## config.mk

```make
export PLATFORM = sky130hd
export DESIGN_NAME = uart_frame_writer
export DESIGN_NICKNAME = d
export VERILOG_FILES = /design/src/rtl/uart_frame_writer.sv
export SDC_FILE = /design/constraint.sdc
export NUM_CORES = 1
export LEC_CHECK = 0
export CAP_MARGIN = 20
export CORE_MARGIN = 5
export CORE_UTILIZATION = 52
export DETAILED_ROUTE_END_ITERATION = 12
export GPL_TIMING_DRIVEN = 1
export PLACE_DENSITY = 0.79
export SYNTH_ARGS = -nofsm -noshare
export SYNTH_HDL_FRONTEND = slang
export SYNTH_SLANG_ARGS = --single-unit
```

## constraint.sdc

```tcl
create_clock -name clk -period 2.4 [get_ports clk]
set_input_delay 0.48 -clock clk [delete_from_list [all_inputs] [get_ports clk]]
set_output_delay 0.48 -clock clk [all_outputs]
set_load 0.01 [all_outputs]
```

## src/rtl/uart_frame_writer.sv

```systemverilog
// Writes received UART bytes into a frame buffer RAM, tracks frame boundaries,
// counts completed frames and aborts a frame when the byte stream stalls.
module uart_frame_writer #(
    parameter int FRAME_BYTES = 30000,
    parameter int ADDR_W      = 15,
    parameter int TIMEOUT_CYC = 1600
) (
    input  logic              clk,
    input  logic              rst,
    input  logic              enable,
    input  logic              err_clr,
    input  logic [7:0]        rx_data,
    input  logic              rx_flag,
    output logic              wr_en,
    output logic [ADDR_W-1:0] wr_addr,
    output logic [7:0]        wr_data,
    output logic              busy,
    output logic              frame_done,
    output logic [7:0]        frame_cnt,
    output logic              timeout_err
);

    localparam int TMR_W = (TIMEOUT_CYC > 1) ? $clog2(TIMEOUT_CYC) : 1;

    localparam logic [1:0] IDLE = 2'd0;
    localparam logic [1:0] RECV = 2'd1;
    localparam logic [1:0] DONE = 2'd2;

    localparam logic [ADDR_W-1:0] ADDR_LAST = ADDR_W'(FRAME_BYTES - 1);
    localparam logic [TMR_W-1:0]  TMR_LAST  = TMR_W'(TIMEOUT_CYC - 1);

    logic [1:0]        state_q,   state_d;
    logic [ADDR_W-1:0] addr_q,    addr_d;
    logic [TMR_W-1:0]  tmr_q,     tmr_d;
    logic              wr_en_q,   wr_en_d;
    logic [ADDR_W-1:0] wr_addr_q, wr_addr_d;
    logic [7:0]        wr_data_q, wr_data_d;
    logic              busy_q,    busy_d;
    logic              fdone_q,   fdone_d;
    logic [7:0]        fcnt_q,    fcnt_d;
    logic              terr_q,    terr_d;
    logic              terr_set;
    logic              start;

    always_comb begin
        state_d   = state_q;
        addr_d    = addr_q;
        tmr_d     = tmr_q;
        wr_en_d   = 1'b0;
        wr_addr_d = wr_addr_q;
        wr_data_d = wr_data_q;
        fdone_d   = 1'b0;
        fcnt_d    = fcnt_q;
        terr_set  = 1'b0;
        start     = 1'b0;

        case (state_q)
            IDLE: begin
                start = rx_flag & enable;
            end
            RECV: begin
                if (!enable) begin
                    state_d = IDLE;
                    addr_d  = '0;
                    tmr_d   = '0;
                end else if (rx_flag) begin
                    wr_en_d   = 1'b1;
                    wr_addr_d = addr_q;
                    wr_data_d = rx_data;
                    tmr_d     = '0;
                    if (addr_q == ADDR_LAST) begin
                        state_d = DONE;
                        addr_d  = '0;
                    end else begin
                        addr_d = addr_q + 1'b1;
                    end
                end else if (tmr_q == TMR_LAST) begin
                    // Stalled mid-frame: drop the partial frame so later frames stay aligned
                    terr_set = 1'b1;
                    state_d  = IDLE;
                    addr_d   = '0;
                    tmr_d    = '0;
                end else begin
                    tmr_d = tmr_q + 1'b1;
                end
            end
            DONE: begin
                fdone_d = 1'b1;
                fcnt_d  = fcnt_q + 8'd1;
                state_d = IDLE;
                start   = rx_flag & enable;
            end
            default: begin
                state_d = IDLE;
                addr_d  = '0;
                tmr_d   = '0;
            end
        endcase

        // A byte arriving in IDLE or DONE opens a new frame at address 0
        if (start) begin
            wr_en_d   = 1'b1;
            wr_addr_d = '0;
            wr_data_d = rx_data;
            tmr_d     = '0;
            if (FRAME_BYTES == 1) begin
                state_d = DONE;
                addr_d  = '0;
            end else begin
                state_d = RECV;
                addr_d  = ADDR_W'(1);
            end
        end

        busy_d = (state_d == RECV);
        terr_d = terr_set | (terr_q & ~err_clr);
    end

    always_ff @(posedge clk) begin
        if (rst) begin
            state_q   <= IDLE;
            addr_q    <= '0;
            tmr_q     <= '0;
            wr_en_q   <= 1'b0;
            wr_addr_q <= '0;
            wr_data_q <= '0;
            busy_q    <= 1'b0;
            fdone_q   <= 1'b0;
            fcnt_q    <= '0;
            terr_q    <= 1'b0;
        end else begin
            state_q   <= state_d;
            addr_q    <= addr_d;
            tmr_q     <= tmr_d;
            wr_en_q   <= wr_en_d;
            wr_addr_q <= wr_addr_d;
            wr_data_q <= wr_data_d;
            busy_q    <= busy_d;
            fdone_q   <= fdone_d;
            fcnt_q    <= fcnt_d;
            terr_q    <= terr_d;
        end
    end

    assign wr_en       = wr_en_q;
    assign wr_addr     = wr_addr_q;
    assign wr_data     = wr_data_q;
    assign busy        = busy_q;
    assign frame_done  = fdone_q;
    assign frame_cnt   = fcnt_q;
    assign timeout_err = terr_q;

endmodule

```

# --- After elaboration in Yosys (flattened, before gate mapping) ---
# Index checks and enable logic that the tools add are counted.
word_totals:
  reg_bits: 63
  inputBits: 13
  output_inout_bits: 35
  elab_cells: 67
classes:
  add_sub_neg: 3
  n_eq_ne: 8
  n_mux: 30
  bitwise_logic: 5
  reduce_logical: 10
op_table:
  columns: ["cell", "n"]
  rows:
  - ["15-bit 2-to-1 mux", 4]
  - ["11-bit 2-to-1 mux", 3]
  - ["8-bit 2-to-1 mux", 4]
  - ["15-bit one-hot mux with 2 select lines", 1]
  - ["11-bit one-hot mux with 2 select lines", 1]
  - ["15-bit by 1-bit adder with 15-bit output, second input constant", 1]
  - ["15-bit equality test, second input constant", 1]
  - ["11-bit by 1-bit adder with 11-bit output, second input constant", 1]
  - ["11-bit equality test, second input constant", 1]
  - ["1-bit 2-to-1 mux", 11]
  - ["2-bit 2-to-1 mux", 5]
  - ["8-bit by 1-bit adder with 8-bit output, second input constant", 1]
  - ["3-bit AND reduction", 2]
  - ["2-bit nonzero test", 3]
  - ["5-bit != test, second input constant", 1]
  - ["2-bit by 1-bit equality test with 1-bit output, second input constant", 2]
  - ["4-bit != test, second input constant", 1]
  - ["2-bit one-hot mux with 2 select lines", 1]
  - ["2-bit AND reduction", 2]
  - ["2-bit OR reduction", 2]
  - ["1-bit AND", 2]
  - ["2-bit equality test, second input constant", 1]
  - ["2-bit zero test", 1]
  - ["2-bit by 1-bit != test with 1-bit output, second input constant", 1]
  - ["other kinds (2)", 3]

# --- Longest topological paths before layout ---
# Gate-level depths: netlist (run 1).
logic_depth:
  depth_word: 7
  mapped_depth: 6
  mapped_depth_nobuf: 5

# --- Least setup slack after synthesis (run 1) ---
# OpenSTA, ideal clock, no wires.
synth_timing:
  path_type: "reg2reg"
  start: "register tmr_q[0]"
  end: "register addr_q[8]"
  setup_ns: 0.075
  t_arrival_ns: 1.614
  path_slack_ns: 0.711
  stages_incl_launch_ff: 6
  path_buffers: 0
  path_cell_list: "dfxtp_1 ha_1 nand4bb_1 o31a_1 or4_4 a22oi_2"
synth_between:
  elab_chain_len: 3
synth_lines:
  columns: ["element", "line", "rtl"]
  rows:
  - ["from (decl)", "34", "logic [TMR_W-1:0] tmr_q, tmr_d;"]
  - ["from (signal assigned)", "134", "tmr_q <= tmr_d;"]
  - ["11-bit equality test", "77", "end else if (tmr_q == TMR_LAST) begin"]
  - ["4-bit != test (no source line)", null, null]
  - ["2-bit AND reduction (no source line)", null, null]
  - ["to (signal assigned)", "133", "addr_q <= addr_d;"]
  - ["to (decl)", "33", "logic [ADDR_W-1:0] addr_q, addr_d;"]
# Every way passes these cells.
# A chain may end at the register's enable or synchronous reset.

# --- Worst setup path after layout (run 1) ---
layout_timing:
  start: "register tmr_q[0]"
  end: "register addr_q[3]"
# The elaborated chain is that of the path after synthesis.

==> impl_metrics.py, run 1 <==
metrics = {
    "die": {
        "io_pins": 48,
        "die_h_um": 82.6,
        "design.die.area_sq_um": 6820,
        "starting_density_pct": 53.7,
        "die_width_um": 82.6,
        "row_count": 26,
        "design.core.area_sq_um": 5110,
    },
    "setup_path": {
        "cp_cell_sequence": "ha_1, nand4bb_1, o31ai_1, a21o_4, o221ai_1",
        "cp_max_fo": 25,
        "worstSetupStartpointType": "flop",
        "critical_path.top_delay_family": "compound AO/OA/AOI/OAI gates",
        "timing.critical_path.arrival_ns": 2.27,
        "critical_path_class": "reg2reg",
        "end_kind": "flop",
        "worst_path_max_delay_cell": "sky130_fd_sc_hd__o31ai_1",
        "required_ns": 2.60,
        "worst-path-buf-inv": 0,
        "worst_path_largest_cell_delay_ns": 0.57,
    },
    "grt": {
        "overflow": 0,
        "grt_antenna_before_repair": 0,
        "gr-usage-all-layers_pct": 20.0,
        "gr-max-usage-layer": "met2",
        "grt_first_pass_wirelength_mm": 10.5,
        "grtUsageMet2_pct": 32.5,
        "grt.met1_usage_pct": 24.5,
        "grt_use_met3_pct": 5.97,
        "grt_pass1_vias": 2323,
        "pin_count_of_the_biggest_net_entering_global_routing": 26,
    },
    "timing": {
        "final_max_slew_viol_count": 0,
        "fin_tns_setup_ns": 0,
        "fin_worst_skew_ns": 0.00429,
        "finalCriticalPeriod_ns": 2.07,
        "finalSetupViolCount": 0,
        "final.period_utilization_pct": 86.2,
        "fin_ws_ns": 0.332,
        "final_hold_viol_count": 0,
        "rsz0062_at_grt": "false",
        "max_slew.worst_pin.slew_ns": 0.597,
        "maxSlewHeadroom_pct": 59.9,
        "fmax_mhz": 484,
    },
    "place": {
        "setup_slack_after_placement_ns": 0.266,
        "detailed_place_hpwl_mm": 4.33,
        "placed_cells": 424,
        "routabilityCongestion": 0.829,
        "port_buffers": 47,
    },
    "cells_and_area": {
        "drive_above_1_share_pct": 8.94,
        "final_nets": 381,
        "mostFrequentLayoutCell": "sky130_fd_sc_hd__dfxtp_1",
        "nFillCells": 452,
        "num_antenna_cells": 0,
        "mostFrequentLayoutCells": "63 x sky130_fd_sc_hd__dfxtp_1, 47 x sky130_fd_sc_hd__clkdlybuf4s50_1, 40 x sky130_fd_sc_hd__nand2_1",
        "final_cell_count_no_fill": 439,
        "area_growth_syn_to_layout_pct": 26.5,
    },
    "routing": {
        "drt_drc_violations_left": 0,
        "drt_first_iter_violations": 132,
        "remaining_antenna_violation_count": 0,
        "vias": 2366,
        "routed_wl_mm": 6.07,
        "firstDrtPassIters": 4,
        "avgRoutedWirePerCell_um": 13.8,
        "avgViaCountPerCell": 5.39,
    },
    "clock_tree": {
        "cts.root.buffer_cell": "sky130_fd_sc_hd__clkbuf_8",
        "clk-insertion-delay-late_ns": 0.33,
        "cts_num_sinks": 63,
        "h_tree_levels": 3,
        "cts_tree": "built",
        "postCtsSetupBuffers": 0,
        "post_cts_hold_buffer_count": 0,
        "cts-buffers-inserted": 9,
        "cts-root-to-sink-buffers": 2,
        "clkSlewWorstSetupHoldPaths_ns": 0.06,
        "cts_repair_resize_count": 0,
    },
    "logic_synthesis": {
        "synth.net_count": 330,
        "synthFlopType": "sky130_fd_sc_hd__dfxtp_1",
        "ys_ff_latch": 63,
        "synthDistinctLibCells": 50,
        "synthCells": 314,
        "synth_edf_count": 0,
        "synth-async-reset-ratio_pct": 0,
        "synth.yosys.warnings": 0,
        "synth_area_per_cell_sq_um": 8.73,
        "portion_of_the_post_synthesis_area_used_by_sequential_elements_pct": 46.0,
        "post_synth_instance_area_sq_um": 2740,
    },
    "pwr": {
        "ir_worst_vdd_mv": 0.440,
        "finalPower_uw": 2010,
        "leakage_uw": 0.00115,
        "power_density_nw_per_um2": 580,
    },
    "run": {
        "max_cap_viol_count": 0,
    },
    "run_status": {
        "outcome": "completed",
    },
    "hold_path": {
        "path_type_of_the_worst_min_delay_path": "reg2reg",
    },
}
-- stage by stage --
stage          area, sq um  utilization [%]  hold slack (ns)
2_1_floorplan         2740                -            0.460
4_1_cts               3470             67.9            0.454
3_3_place_gp          3290             64.4            0.441
5_1_grt               3470             67.9            0.479
3_5_place_dp          3290             64.4            0.446
6_report              3470             67.9            0.453
-- synth_stat cells (2+ instances only) --
cell | number | share of area (%)
sky130_fd_sc_hd__nor2_1 | 36 | 4.9
sky130_fd_sc_hd__buf_2 | 2 | 0.37
sky130_fd_sc_hd__ha_1 | 3 | 1.4
sky130_fd_sc_hd__o22ai_1 | 4 | 0.91
sky130_fd_sc_hd__nand4_1 | 10 | 2.3
sky130_fd_sc_hd__a31oi_1 | 12 | 2.7
sky130_fd_sc_hd__nand3_1 | 10 | 1.8
sky130_fd_sc_hd__xor2_1 | 9 | 2.9
sky130_fd_sc_hd__clkbuf_1 | 12 | 1.6
sky130_fd_sc_hd__o31ai_1 | 3 | 0.82
sky130_fd_sc_hd__nor3_1 | 10 | 1.8
sky130_fd_sc_hd__a21oi_1 | 20 | 3.7
sky130_fd_sc_hd__xnor2_1 | 10 | 3.2
sky130_fd_sc_hd__nand3b_1 | 2 | 0.55
sky130_fd_sc_hd__nor2b_1 | 3 | 0.69
sky130_fd_sc_hd__dfxtp_1 | 63 | 46
sky130_fd_sc_hd__o211ai_1 | 4 | 1.1
sky130_fd_sc_hd__or4b_1 | 3 | 1.1
sky130_fd_sc_hd__mux2i_1 | 10 | 3.7
sky130_fd_sc_hd__and3_1 | 3 | 0.69
sky130_fd_sc_hd__o221ai_1 | 2 | 0.64
sky130_fd_sc_hd__nand2_1 | 40 | 5.5
sky130_fd_sc_hd__inv_1 | 12 | 1.6
sky130_fd_sc_hd__nor4_1 | 5 | 1.1
-- registers in the layout (all words and copies together) (netlist names) --
signal / cells
timeout_err: 1
frame_done: 1
wr_data: 8
frame_cnt: 8
state_q: 2
wr_addr: 15
tmr_q: 11
wr_en: 1
busy: 1
addr_q: 15
-- report_power, final --
part / switching (uW) / leakage, uW / internal (uW)
combinational: 59.0 / 0.000551 / 55.6
clock: 373 / 0.0000898 / 456
sequential: 8.72 / 0.000509 / 1060
total: 441 / 0.00115 / 1570
-- layout make-up --
cell class,count,area (sq um),share of cell area [%]
multi-input combinational,222,1350,39.0
tap,70,87.6,2.53
inverter,12,45.0,1.30
timing repair buffer,57,546,15.7
sequential,63,1260,36.4
clock buffer,15,176,5.09
-- cells by family (layout without fill, tap and decap cells) --
kind of cell    Yosys count  in the layout  share of synthesized area, %
flops                    63             63                          46.0
mux                      10             10                          3.65
buf+inv                  29             84                          4.66
xor+xnor                 19             19                          6.07
compound gates           53             53                          12.5
simple gates            137            137                          25.8
fa+ha+maj                 3              3                          1.37
-- worst reg2reg max path, stage by stage (launching register included) --
cell and delay [ns]:
sky130_fd_sc_hd__dfxtp_1 0.37, sky130_fd_sc_hd__ha_1 0.24, sky130_fd_sc_hd__nand4bb_1 0.23, sky130_fd_sc_hd__o31ai_1 0.57
sky130_fd_sc_hd__a21o_4 0.38, sky130_fd_sc_hd__o221ai_1 0.16
-- worst paths after layout --
kind,startpoint,end,slack (ns),cells past startpoint
worst min register to register,wr_addr[11],wr_addr[11],0.45,2
worst min-delay path,wr_addr[11],wr_addr[11],0.45,2
worst max-delay path,tmr_q[0],addr_q[3],0.33,5
worst max register to register,tmr_q[0],addr_q[3],0.33,5
-- routing by layer --
metal | vias to the layer above | part of all wire, %
li1 | 1209 | -
met1 | 1090 | 45
met2 | 59 | 47
met3 | 8 | 7.3
met4 | 0 | 0.99
met5 | - | 0
Power figures use the tool's default switching activity.
==> run 2: changes to the inputs <==
--- a/config.mk
+++ b/config.mk
@@ -10,6 +10,7 @@
 export CORE_UTILIZATION = 52
 export DETAILED_ROUTE_END_ITERATION = 12
 export GPL_TIMING_DRIVEN = 1
+export HOLD_SLACK_MARGIN = 0.06
 export PLACE_DENSITY = 0.79
 export SYNTH_ARGS = -nofsm -noshare
 export SYNTH_HDL_FRONTEND = slang
==> results of run 2 <==
Same layout as run 1: the final DEF is identical, and so are final timing and power.
==> run 3: changes to the inputs <==
--- a/config.mk
+++ b/config.mk
@@ -5,7 +5,6 @@
 export SDC_FILE = /design/constraint.sdc
 export NUM_CORES = 1
 export LEC_CHECK = 0
-export CAP_MARGIN = 20
 export CORE_MARGIN = 5
 export CORE_UTILIZATION = 52
 export DETAILED_ROUTE_END_ITERATION = 12
==> results of run 3 <==
Same layout as run 1: the final DEF is identical, and so are final timing and power.
==> patch: new RTL, settings of run 2 <==
The parameter `ADDR_W` goes from 15 to 14.
--- a/src/rtl/uart_frame_writer.sv
+++ b/src/rtl/uart_frame_writer.sv
@@ -3,5 +3,5 @@
 module uart_frame_writer #(
     parameter int FRAME_BYTES = 30000,
-    parameter int ADDR_W      = 15,
+    parameter int ADDR_W      = 14,
     parameter int TIMEOUT_CYC = 1600
 ) (
Interface: changed (resized wr_addr); port bits go from 48 to 47. No check against the original RTL was run, so the function may have changed too.
==> patch against run 2 <==
  * Highest routed layer unchanged
  * Critical path type unchanged
  * Count of clock-buffer cells in the layout down 4
  * Largest power group unchanged
  * Total power fell by 3.5%
  * Area after synthesis down 1.4%
  * Hold slack improved by 1.3 ps
  * Core utilization fell by 1.3 points
  * Cell area shrank 2.5%
  * First-iteration DRC count is 7.6% higher
  * Routed wire length is 3.0% higher
  * Synthesized cell count down 2.2%
  * Worst setup slack improved by 100 ps
  * Sequential cell count fell by 2
  * Non-clock buffer count shrank 5
==> patch: results (changes against run 2) <==
[power_and_ir_drop]
p_leak_nw = 1.14  ; -0.57%

[placed_design]
placed_area_um2 = 3210  ; -2.4%
dp.cells = 414  ; -2.4%

[sta]
worst_pin_slew_ps = 625  ; +28.2 ps
fin_worst_skew_ps = 5.16  ; +0.862 ps

[routing]
first_iter_violations = 142  ; +7.6%
viasPerCell = 5.53  ; +2.7%

[synth]
synth_cells = 307  ; -2.2%
seq_area_frac_synth = 0.452  ; -0.00842
syn-num-nets = 323  ; -2.1%
synthMuxAreaShare = 0.0370  ; +0.000507
synthAdderAreaFrac = 0.0139  ; +0.000190
synth_commonest_cells = 61 x dfxtp_1, 40 x nand2_1, 31 x nor2_1
synth-xor-area-share = 0.0551  ; -0.00564
synth_cell_types = 48  ; -4.0%

[critical_path]
critPathMaxFanout = 17  ; -32%
slowest_stage = dfxtp_1
r2r_cells = 4  ; -1
r2r_slack_ps = 430  ; +100 ps
cp.arrival_ps = 2220  ; -50 ps
cp-startpoint = state_q[0]$_SDFF_PP0_
cp-endpoint = addr_q[13]$_SDFFE_PP0P_

[finish]
drive_gt1_frac = 0.0836  ; -0.00587

[global_routing]
grt_max_degree = 19  ; -27%
grt_pass1_wl_mm = 10.3  ; -2.0%

[outcome]
status = finished, final reports clean

-- patch: cell count changes after synthesis, moves of 5 or more --
cell,change
clkbuf_1,-8
nand3_1,+6
nand4_1,+6
nor2_1,-5
nor3_1,-6
-- patch: layout make-up --
type / count / area, um2
Clock buffer: 11 / 141
Timing Repair Buffer: 52 / 505
Fill cell: 425 / 1700
Multi-Input combinational cell: 223 / 1370
Tap cell: 70 / 87.6
Sequential cell: 61 / 1220
Inverter: 8 / 30.0
Clock inverter: 4 / 25.0
-- patch: kinds of logic (layout without fill, tap and decap cells) --
group | count (synthesis) | in the layout
flip-flops | 61 | 61
buffers and inverters | 23 | 75
AO/OA/AOI/OAI | 52 | 52
multiplexers | 10 | 10
AND/OR/NAND/NOR | 141 | 141
adder cells (fa/ha/maj) | 3 | 3
XOR/XNOR | 17 | 17
-- patch: metal layers --
layer	up-vias	share of wire	GRT usage	wire [um]
met2	63	0.48	0.323	3010
li1	1193	-	-	-
met3	9	0.047	0.0521	295
met4	0	0.014	0.0947	85
met5	-	0	0	0
met1	1109	0.46	0.252	2870
-- patch: worst min-delay path by stage --
stage	startpoint	to	slack, ps	cells after the start
after floorplan	addr_q[13]$_SDFFE_PP0P_	wr_addr[13]$_SDFFE_PP0P_	450	2
after global placement	wr_addr[13]$_SDFFE_PP0P_	wr_addr[13]$_SDFFE_PP0P_	440	2
after detailed placement	wr_addr[5]$_SDFFE_PP0P_	wr_addr[5]$_SDFFE_PP0P_	450	2
after CTS	wr_addr[5]$_SDFFE_PP0P_	wr_addr[5]$_SDFFE_PP0P_	460	2
after global routing	wr_addr[4]$_SDFFE_PP0P_	wr_addr[4]$_SDFFE_PP0P_	480	2
final	wr_addr[7]$_SDFFE_PP0P_	wr_addr[7]$_SDFFE_PP0P_	450	2
-- patch: power breakdown --
group,leakage [nW],internal [mW],switching [mW]
Combinational,0.570,0.0542,0.0589
Clock,0.0812,0.393,0.397
Sequential,0.493,1.02,0.0121
Total,1.14,1.47,0.468
-- patch: worst max-delay path, delay by kind of cell, from the launching register on --
kind / cells / cell delay [ps]
simple gates: 3 / 900
compound gates: 1 / 300
flops: 1 / 680
